==> config.mk <==
export PLATFORM = sky130hd
export DESIGN_NAME = apb_mailbox_flat
export DESIGN_NICKNAME = d
export VERILOG_FILES = /design/src/rtl/apb_mailbox_pkg.sv /design/src/rtl/apb_if.sv /design/src/rtl/apb_mailbox_fifo.sv /design/src/rtl/apb_mailbox.sv /design/src/flat_wrapper.sv
export SDC_FILE = /design/constraint.sdc
export NUM_CORES = 2
export LEC_CHECK = 0
export ABC_CLOCK_PERIOD_IN_PS = 8950
export CAP_MARGIN = 10
export CORE_AREA = 2 2 524 526
export CTS_CLUSTER_DIAMETER = 100
export DETAILED_ROUTE_END_ITERATION = 6
export DIE_AREA = 0 0 526 528
export MAX_ROUTING_LAYER = met4
export PLACE_DENSITY_LB_ADDON = 0.15
export SYNTH_ARGS = -nofsm -noshare
export SYNTH_HDL_FRONTEND = slang
export SYNTH_SLANG_ARGS = --single-unit
export TNS_END_PERCENT = 20
==> constraint.sdc <==
create_clock -name clk -period 8.95 [get_ports clk]
set_input_delay 2.685 -clock clk [delete_from_list [all_inputs] [get_ports clk]]
set_output_delay 2.685 -clock clk [all_outputs]
set_load 0.03 [all_outputs]
==> src/rtl/apb_mailbox_pkg.sv <==
// Register map and bit positions shared by the APB mailbox and its bench.
// The irq feature (APB_MAILBOX_IRQ_EN) uses CTRL_IRQ_EN below.
package apb_mailbox_pkg;

    typedef enum logic [1:0] {
        REG_STATUS  = 2'd0,
        REG_TX_DATA = 2'd1,
        REG_RX_DATA = 2'd2,
        REG_CTRL    = 2'd3
    } apb_mailbox_reg_t;

    localparam int STAT_TX_CNT_LSB = 0;
    localparam int STAT_RX_EMPTY   = 8;
    localparam int STAT_TX_FULL    = 9;
    localparam int STAT_RX_OVF     = 10;
    localparam int STAT_RX_CNT_LSB = 16;

    localparam int CTRL_TX_FLUSH = 0;
    localparam int CTRL_RX_FLUSH = 1;
    localparam int CTRL_OVF_CLR  = 2;
    localparam int CTRL_IRQ_EN   = 3;

    function automatic logic [7:0] sat8(input logic [15:0] v);
        return (v > 16'd255) ? 8'hFF : v[7:0];
    endfunction

endpackage

==> src/rtl/apb_if.sv <==
// APB bus bundle; the mailbox uses the completer view.
// pclk/preset_n are carried for completeness only.
interface APB #(
    parameter int ADDR_WIDTH = 24,
    parameter int DATA_WIDTH = 32
) ();
    logic                    pclk;
    logic                    preset_n;
    logic [ADDR_WIDTH-1:0]   paddr;
    logic                    psel;
    logic                    penable;
    logic                    pwrite;
    logic [DATA_WIDTH-1:0]   pwdata;
    logic [DATA_WIDTH/8-1:0] pstrb;
    logic                    pready;
    logic [DATA_WIDTH-1:0]   prdata;
    logic                    pslverr;

    modport completer (
        input  pclk, preset_n, paddr, psel, penable,
        input  pwrite, pwdata, pstrb,
        output pready, prdata, pslverr
    );

    modport requester (
        output pclk, preset_n, paddr, psel, penable,
        output pwrite, pwdata, pstrb,
        input  pready, prdata, pslverr
    );
endinterface

==> src/rtl/apb_mailbox_fifo.sv <==
// First-word-fall-through FIFO with synchronous flush and occupancy count.
// A push into a full FIFO is taken only when a pop happens in the same cycle.
module SingleClockFifo #(
    parameter int DEPTH = 32,
    parameter int WIDTH = 32,
    parameter int CW    = $clog2(DEPTH) + 1
) (
    input  logic             clk,
    input  logic             rst,
    input  logic             flush_i,
    input  logic             push_i,
    input  logic [WIDTH-1:0] wdata_i,
    input  logic             pop_i,
    output logic [WIDTH-1:0] rdata_o,
    output logic             full_o,
    output logic             empty_o,
    output logic [CW-1:0]    count_o
);
    localparam int AW = $clog2(DEPTH);

    logic [WIDTH-1:0] mem_q [DEPTH];
    logic [AW-1:0]    wr_q, wr_d;
    logic [AW-1:0]    rd_q, rd_d;
    logic [CW-1:0]    cnt_q, cnt_d;
    logic             do_push, do_pop;

    assign empty_o = (cnt_q == '0);
    assign full_o  = (cnt_q == CW'(DEPTH));
    assign count_o = cnt_q;
    assign rdata_o = mem_q[rd_q];
    assign do_pop  = pop_i && !empty_o;
    assign do_push = push_i && (!full_o || do_pop);

    // Next pointers and count; flush overrides any push/pop this cycle.
    always_comb begin
        wr_d  = wr_q;
        rd_d  = rd_q;
        cnt_d = cnt_q;
        if (flush_i) begin
            wr_d  = '0;
            rd_d  = '0;
            cnt_d = '0;
        end else begin
            if (do_push) wr_d = wr_q + AW'(1);
            if (do_pop)  rd_d = rd_q + AW'(1);
            cnt_d = cnt_q + CW'(do_push) - CW'(do_pop);
        end
    end

    // Pointer and count registers.
    always_ff @(posedge clk) begin
        if (rst) begin
            wr_q  <= '0;
            rd_q  <= '0;
            cnt_q <= '0;
        end else begin
            wr_q  <= wr_d;
            rd_q  <= rd_d;
            cnt_q <= cnt_d;
        end
    end

    // Storage write; a flushed push is discarded.
    always_ff @(posedge clk) begin
        if (do_push && !flush_i) mem_q[wr_q] <= wdata_i;
    end
endmodule

==> src/rtl/apb_mailbox.sv <==
// APB mailbox: TX/RX word FIFOs behind a four-register APB window.
// Define APB_MAILBOX_IRQ_EN to add the irq output and CTRL.irq_en.
module apb_mailbox
    import apb_mailbox_pkg::*;
#(
    parameter int FIFO_DEPTH = 32,
    parameter int ADDR_WIDTH = 24
) (
    input  logic        clk,
    input  logic        rst,
    APB.completer       apb,
    output logic        tx_valid,
    input  logic        tx_ready,
    output logic [31:0] tx_data,
    input  logic        rx_valid,
    input  logic [31:0] rx_data
`ifdef APB_MAILBOX_IRQ_EN
    ,
    output logic        irq
`endif
);
    localparam int CW = $clog2(FIFO_DEPTH) + 1;

    logic [ADDR_WIDTH-1:0] addr;
    apb_mailbox_reg_t      reg_sel;
    logic [CW-1:0]         tx_count, rx_count;
    logic                  tx_full, tx_empty, rx_full, rx_empty;
    logic [31:0]           rx_head;
    logic                  accept, tx_pop, tx_push, rx_pop, ovf_evt;
    logic                  tx_flush, rx_flush, ovf_clr;
    logic [31:0]           status, ctrl_rd, rsp_data;
    logic                  rsp_err;
    logic                  pready_q, pslverr_q, busy_q, ovf_q;
    logic [31:0]           prdata_q;
    logic                  irq_en_q, irq_en_d;
    logic                  unused_ok;

    assign addr      = apb.paddr;
    assign reg_sel   = apb_mailbox_reg_t'(addr[3:2]);
    assign unused_ok = ^{apb.pclk, apb.preset_n, apb.pstrb, addr};

    // One access per psel/penable assertion; busy_q blocks a held request.
    assign accept = apb.psel && apb.penable && !pready_q && !busy_q;

    assign tx_valid = !tx_empty && !rst;
    assign tx_pop   = tx_valid && tx_ready;
    assign ovf_evt  = rx_valid && rx_full && !rx_pop && !rx_flush;

    assign status = {16'(rx_count), 5'b0, ovf_q, tx_full, rx_empty,
                     sat8(16'(tx_count))};

`ifdef APB_MAILBOX_IRQ_EN
    assign ctrl_rd = 32'(irq_en_q) << CTRL_IRQ_EN;
`else
    assign ctrl_rd = '0;
`endif

    // Register decode and side effects of the accepted access.
    always_comb begin
        tx_push  = 1'b0;
        rx_pop   = 1'b0;
        tx_flush = 1'b0;
        rx_flush = 1'b0;
        ovf_clr  = 1'b0;
        irq_en_d = irq_en_q;
        rsp_data = '0;
        rsp_err  = 1'b0;
        if (accept) begin
            unique case (reg_sel)
                REG_STATUS: begin
                    if (apb.pwrite) rsp_err  = 1'b1;
                    else            rsp_data = status;
                end
                REG_TX_DATA: begin
                    if (apb.pwrite && (!tx_full || tx_pop)) tx_push = 1'b1;
                    else                                    rsp_err = 1'b1;
                end
                REG_RX_DATA: begin
                    if (apb.pwrite || rx_empty) begin
                        rsp_err = 1'b1;
                    end else begin
                        rsp_data = rx_head;
                        rx_pop   = 1'b1;
                    end
                end
                REG_CTRL: begin
                    if (apb.pwrite) begin
                        tx_flush = apb.pwdata[CTRL_TX_FLUSH];
                        rx_flush = apb.pwdata[CTRL_RX_FLUSH];
                        ovf_clr  = apb.pwdata[CTRL_OVF_CLR];
`ifdef APB_MAILBOX_IRQ_EN
                        irq_en_d = apb.pwdata[CTRL_IRQ_EN];
`endif
                    end else begin
                        rsp_data = ctrl_rd;
                    end
                end
            endcase
        end
    end

    // Response registers, sticky overflow and irq enable.
    always_ff @(posedge clk) begin
        if (rst) begin
            pready_q  <= 1'b0;
            pslverr_q <= 1'b0;
            prdata_q  <= '0;
            busy_q    <= 1'b0;
            ovf_q     <= 1'b0;
            irq_en_q  <= 1'b0;
        end else begin
            pready_q  <= accept;
            pslverr_q <= rsp_err;
            prdata_q  <= rsp_data;
            busy_q    <= apb.psel && apb.penable;
            ovf_q     <= (ovf_q && !ovf_clr) || ovf_evt;
            irq_en_q  <= irq_en_d;
        end
    end

`ifdef APB_MAILBOX_IRQ_EN
    logic irq_q;

    // Level interrupt on pending RX data or overflow.
    always_ff @(posedge clk) begin
        if (rst) irq_q <= 1'b0;
        else     irq_q <= irq_en_q && (!rx_empty || ovf_q);
    end

    assign irq = irq_q;
`endif

    // Outputs read as idle for as long as reset is held.
    assign apb.pready  = pready_q && !rst;
    assign apb.pslverr = pslverr_q && !rst;
    assign apb.prdata  = rst ? '0 : prdata_q;

    SingleClockFifo #(.DEPTH(FIFO_DEPTH), .WIDTH(32), .CW(CW)) u_tx_fifo (
        .clk     (clk),
        .rst     (rst),
        .flush_i (tx_flush),
        .push_i  (tx_push),
        .wdata_i (apb.pwdata),
        .pop_i   (tx_pop),
        .rdata_o (tx_data),
        .full_o  (tx_full),
        .empty_o (tx_empty),
        .count_o (tx_count)
    );

    SingleClockFifo #(.DEPTH(FIFO_DEPTH), .WIDTH(32), .CW(CW)) u_rx_fifo (
        .clk     (clk),
        .rst     (rst),
        .flush_i (rx_flush),
        .push_i  (rx_valid),
        .wdata_i (rx_data),
        .pop_i   (rx_pop),
        .rdata_o (rx_head),
        .full_o  (rx_full),
        .empty_o (rx_empty),
        .count_o (rx_count)
    );
endmodule
==> src/flat_wrapper.sv <==
// flat-port wrapper written by rule: the top's interface ports become plain ports
module apb_mailbox_flat import apb_mailbox_pkg::*;
#(
    parameter int FIFO_DEPTH = 32,
    parameter int ADDR_WIDTH = 24
)
  (clk, rst, tx_valid, tx_ready, tx_data, rx_valid, rx_data, apb_pclk, apb_preset_n, apb_paddr, apb_psel, apb_penable, apb_pwrite, apb_pwdata, apb_pstrb, apb_pready, apb_prdata, apb_pslverr);
  APB #(.ADDR_WIDTH(ADDR_WIDTH)) apb_i ();
  input  logic clk;
  input  logic rst;
  output logic tx_valid;
  input  logic tx_ready;
  output logic [31:0] tx_data;
  input  logic rx_valid;
  input  logic [31:0] rx_data;
  input wire logic [$bits(apb_i.pclk)-1:0] apb_pclk;
  input wire logic [$bits(apb_i.preset_n)-1:0] apb_preset_n;
  input wire logic [$bits(apb_i.paddr)-1:0] apb_paddr;
  input wire logic [$bits(apb_i.psel)-1:0] apb_psel;
  input wire logic [$bits(apb_i.penable)-1:0] apb_penable;
  input wire logic [$bits(apb_i.pwrite)-1:0] apb_pwrite;
  input wire logic [$bits(apb_i.pwdata)-1:0] apb_pwdata;
  input wire logic [$bits(apb_i.pstrb)-1:0] apb_pstrb;
  output wire logic [$bits(apb_i.pready)-1:0] apb_pready;
  output wire logic [$bits(apb_i.prdata)-1:0] apb_prdata;
  output wire logic [$bits(apb_i.pslverr)-1:0] apb_pslverr;
  assign apb_i.pclk = apb_pclk;
  assign apb_i.preset_n = apb_preset_n;
  assign apb_i.paddr = apb_paddr;
  assign apb_i.psel = apb_psel;
  assign apb_i.penable = apb_penable;
  assign apb_i.pwrite = apb_pwrite;
  assign apb_i.pwdata = apb_pwdata;
  assign apb_i.pstrb = apb_pstrb;
  assign apb_pready = apb_i.pready;
  assign apb_prdata = apb_i.prdata;
  assign apb_pslverr = apb_i.pslverr;
  apb_mailbox #(.FIFO_DEPTH(FIFO_DEPTH), .ADDR_WIDTH(ADDR_WIDTH)) u_core (.clk(clk), .rst(rst), .apb(apb_i), .tx_valid(tx_valid), .tx_ready(tx_ready), .tx_data(tx_data), .rx_valid(rx_valid), .rx_data(rx_data));
endmodule
### Word-level counts from Yosys, hierarchy flattened

Memory sizes are Yosys's and may differ from the RTL's. A register that Yosys moved wholly into a read port is not among the register bits.
Index checks and enable logic that the tools add are counted.
W data, S select, Z words.

| operators by class | value |
|---|---|
| equality and inequality tests | 5 |
| bitwise logic cells | 1 |
| add/subtract/negate cells | 8 |
| reduce and logical (&&, ||, !) cells | 40 |
| mux-type cells | 31 |

Operators with widths:

| kind | count |
|---|---|
| $mux W32 | 2 |
| $pmux W32 S2 | 1 |
| $mux W1 | 22 |
| $mux W22 | 1 |
| $add A5 B1 Y5 const B | 4 |
| $mux W5 | 4 |
| $logic_and A1 B1 Y1 | 18 |
| $add A6 B1 Y6 | 2 |
| $eq A6 B6 Y1 const B | 2 |
| $logic_not A6 Y1 | 2 |
| $sub A6 B1 Y6 | 2 |
| $logic_not A1 Y1 | 11 |
| $reduce_or A2 Y1 | 3 |
| $logic_or A1 B1 Y1 | 5 |
| $eq A2 B2 Y1 const B | 2 |
| $pmux W1 S3 | 1 |
| $eq A2 B1 Y1 const B | 1 |
| $logic_not A2 Y1 | 1 |
| $not A1 Y1 | 1 |

| word-level totals | value |
|---|---|
| bits in writable memories | 2048 |
| logic and storage cells | 98 |
| output and inout port bits | 67 |
| flip-flop bits (word level) | 68 |
| memories kept | 2 |

Memory list:

| name | words | bits a word | read ports | clocked after memory_dff | wr ports | line | source |
|---|---|---|---|---|---|---|---|
| u_core.u_rx_fifo.mem_q | 32 | 32 | 1 | 1 | 1 | apb_mailbox_fifo.sv:21 | `logic [WIDTH-1:0] mem_q [DEPTH];` |
| u_core.u_tx_fifo.mem_q | 32 | 32 | 1 | 1 | 1 | apb_mailbox_fifo.sv:21 |  |

### Longest topological paths before layout

| logic depth | value |
|---|---|
| depth after elaboration | 13 |
| mapped depth | 16 |

### Hierarchy

From an unflattened synthesis, not the netlist that was laid out.

| unflattened totals | value |
|---|---|
| cell total of the unflattened synthesis | 4242 |
| area total of the unflattened synthesis | 82142.5 um2 |

By module, submodules not included:

| module | area each (um2) | cells each | instances | sequential area each (um2) |
|---|---|---|---|---|
| SingleClockFifo | 40336.2 | 2042 | 2 | 31169.9 |
| apb_mailbox | 1470.2 | 158 | 1 | 720.7 |

### Worst setup path before layout

Ideal clock, no wire load.

| timing | value |
|---|---|
| path type | input to output |
| start point | in rst |
| end point | out apb_prdata[10] |
| buffers on the path | 2 |
| stages | 3 |
| required time | 6.265 ns |
| path slack | 2.729 ns |
| arrival time | 3.536 ns |
| path through | clkbuf_1 > clkbuf_1 > nor2b_1 |

| between the ends | value |
|---|---|
| cells in the longest elaborated chain, start to end | 1 |

Ends and longest elaborated chain:

| element | line | source |
|---|---|---|
| from (decl) | flat_wrapper.sv:10 | `input logic rst;` |
| $mux W32 | apb_mailbox.sv:136 | `assign apb.prdata = rst ? '0 : prdata_q;` |
| to (decl) | flat_wrapper.sv:25 | `output wire logic [$bits(apb_i.prdata)-1:0] apb_prdata;` |

No other way between the ends.

==> metrics.txt <==
Port Buffers 139; clock share of power 42.6%; Post-Layout Cell Count 7582; leak pwr 28.4 nW; CP Cell Sequence buf_4 > mux4_2 > mux4_2 > mux2_2 > clkdlybuf4s50_1; status completed; fin nets 3932; starting density of the core 29.8%; Max Clock Freq 140 MHz; placed cell count 7141; clk root buf clkbuf_16; H-tree Lvls 4; routability congestion estimate 0.747; Post-Syn Area 81200 um^2; worst path required time 6.27 ns; CP Max Fanout 35; first-pass GRT wire length 303000 um; Clock Latency Late Sink 0.90 ns; peak supply drop 0.153 mV; post-synth top area share 75.7%; share of cells above drive strength 1 30.2%; relative slew slack 20.4%; setup violators final 0; R2R depth 6; CP delay by family, top multiplexers; r2r setup slk 4.68 ns; Placed Area 88000 um^2; Post-CTS Setup Repair Bufs 0; CP Capture Type output pin; Buffers & Inverters on Critical Path 2; final hold violations 0; Reg clk slew, reported paths 0.05 ns; vias in the first global route 38868; Layout Utilization 35.1%; RSZ-0062 raised after global routing false; Area Overhead vs Synth 17.8%; Max Buffers Root-to-Sink 4; Hold Startpoint u_core.u_tx_fifo.wr_q[1]; worst clock skew 0.0931 ns; Mapped Cells 3450; slowest stage delay, CP 0.87 ns; Max stage delay cell, worst path dfxtp_4; Post-CTS Resized 0; final wirelength 215000 um; pre-CTS WS 1.73 ns; WP data arrival 4.48 ns; Rows 192; Max Slew Vio Count 0; Final Critical Period 7.16 ns; top cells by area, synth edfxtp_1 76%, mux4_2 17%, dfxtp_1 1.9%; Final ANT Viol Nets 0; Switch Pwr 4.75 mW; CTS tree done; Worst Hold Depth 2; post-synthesis cell type count 53; final setup TNS 0 ns; clk sink count 2126; Worst Hold Endpoint u_core.u_tx_fifo.wr_q[1]; hold buffer count at CTS 0; Vias/cell 4.85; initial drt markers 2805; fin worst setup slack 1.79 ns; combinational fraction of design power 6.9%; gr usage total 15.8%; Worst Hold Margin 0.538 ns; synthesized flop and latch total 2126; Post-DP HPWL 119000 um; via count 36788; Reg-to-Reg End u_core.u_rx_fifo.mem_q[23][4]; Synth Flop Type edfxtp_1; number of synthesized flops with an enable pin 2048; Seq/Total Area, Yosys 77.6%; final worst-path cycle share 80.0%; most common cell in the netlist edfxtp_1; Max Cap Viol 0; ys async rst share 0%; core area 272000 um^2; r2r startpoint u_core.pready_q; sw frac 21.6%; Reg power frac 50.4%; CP Class flop to output pin; total power 22.0 mW; critical path startpoint category flop; worst min path class flop to flop; CTS buffer count 235; drt first pass iters 5; synth cell count leaders 2048 x edfxtp_1, 622 x mux4_2, 111 x nor2_1; WL/cell 28.4 um; largest area contributor in the netlist edfxtp_1; slew at the pin closest to its max-slew limit 1.19 ns; Die ar. 278000 um^2; internal power 17.2 mW; antenna violations before repair 15; IO Count 168; post-route DRC violation count 0; Chip Height 528 um; Die X-Extent 526 um; PwrDens 230 nW/um^2; Critical Path Most Common Cell mux4_2; syn_nets 3581; mean area per synthesized cell 23.5 um^2; synthesis warning total 0; GR Overflow Total 0; pin count of the biggest net entering global routing 110; Final Instance Area 95700 um^2
## per-layer routing
layer  GRT usage [%]  vias up  part of all wire [%]
met5               -        -                     0
met4            3.84        0                   2.2
met3            2.50      312                   4.4
met2            25.6      892                    49
met1            20.8    20209                    44
li1                -    15375                     -
## worst register-to-register path, delay by kind of cell (launching register included)
kind,cells,cell delay (ns)
buffers and inverters,1,0.37
AOI/OAI and AO/OA,1,0.65
and+or+nand+nor,4,2.59
DFF,1,0.32
## layout make-up
cell class                 instances  area [um^2]
inverter                          59          221
clock buffer                     313         6370
clock inverter                   107         1000
tap                             3589         4490
sequential                      2126        63100
multi-input combinational       1089        17600
timing repair buffer             290         2830
fill                           25308       177000
antenna                            9         22.5
## kinds of logic after synthesis
logic type	synth area share (%)
buffers and inverters	1.24
DFF	77.6
xor gates and xnor gates	0.216
and+or+nand+nor	1.73
adders and majority gates	0.481
muxes	18.2
AOI/OAI and AO/OA	0.525
## how the worst max path moves through the flow
stage                 start                              to  slack [ns]  cells after the start
2_1_floorplan           rst                  apb_prdata[10]        2.73                      3
3_5_place_dp   apb_paddr[3]  u_core.u_rx_fifo.mem_q[20][30]        1.73                      7
5_1_grt                flop                      tx_data[1]        1.51                      5
6_report               flop                      tx_data[1]        1.79                      5
4_1_cts                flop                      tx_data[1]        1.61                      5
3_3_place_gp   apb_paddr[3]   u_core.u_rx_fifo.mem_q[23][5]        1.76                      7
## power by group through the flow
stage	Clock [mW]	Combinational, mW	Sequential [mW]
final	9.36	1.52	11.1
after CTS	9.63	1.56	11.1
after detailed placement	0	1.55	11.3
after floorplan	0	1.01	11.2
after global routing	10.0	1.66	11.1
after global placement	0	1.55	11.3
## layout by cell type, fill, tap and decap left out, types with 6 or more instances in the layout
cell type        count
edfxtp_1          2048
mux4_2             622
clkbuf_16          240
clkdlybuf4s50_1    137
buf_4              126
dfxtp_1             68
nor2_4              63
clkbuf_1            63
inv_1               59
nor2_1              48
clkinv_1            48
nand2_1             42
nor2b_1             36
mux2i_1             36
mux2_2              34
o22ai_1             30
clkinv_2            30
ha_1                28
bufinv_16           19
nor3b_1             16
nor3_1              16
nand3_1             14
buf_12              13
a21oi_1             12
xor2_1              12
clkbuf_8            11
diode_2              9
dfxtp_4              9
xnor2_1              8
or3_1                7
buf_8                7
nand4_1              6
## flip-flops by register name, summed over array words and instances, names as in the netlist, named ones only
register,flops
u_core.prdata_q,32
u_core.u_rx_fifo.mem_q,1024
u_core.u_rx_fifo.count_o,6
u_core.busy_q,1
u_core.u_tx_fifo.rd_q,5
u_core.u_rx_fifo.wr_q,5
u_core.u_tx_fifo.wr_q,5
u_core.u_tx_fifo.count_o,6
u_core.u_tx_fifo.mem_q,1024
u_core.u_rx_fifo.rd_q,5
u_core.ovf_q,1
u_core.pslverr_q,1
u_core.pready_q,1
No activity file was read; power rests on OpenSTA's default activity.
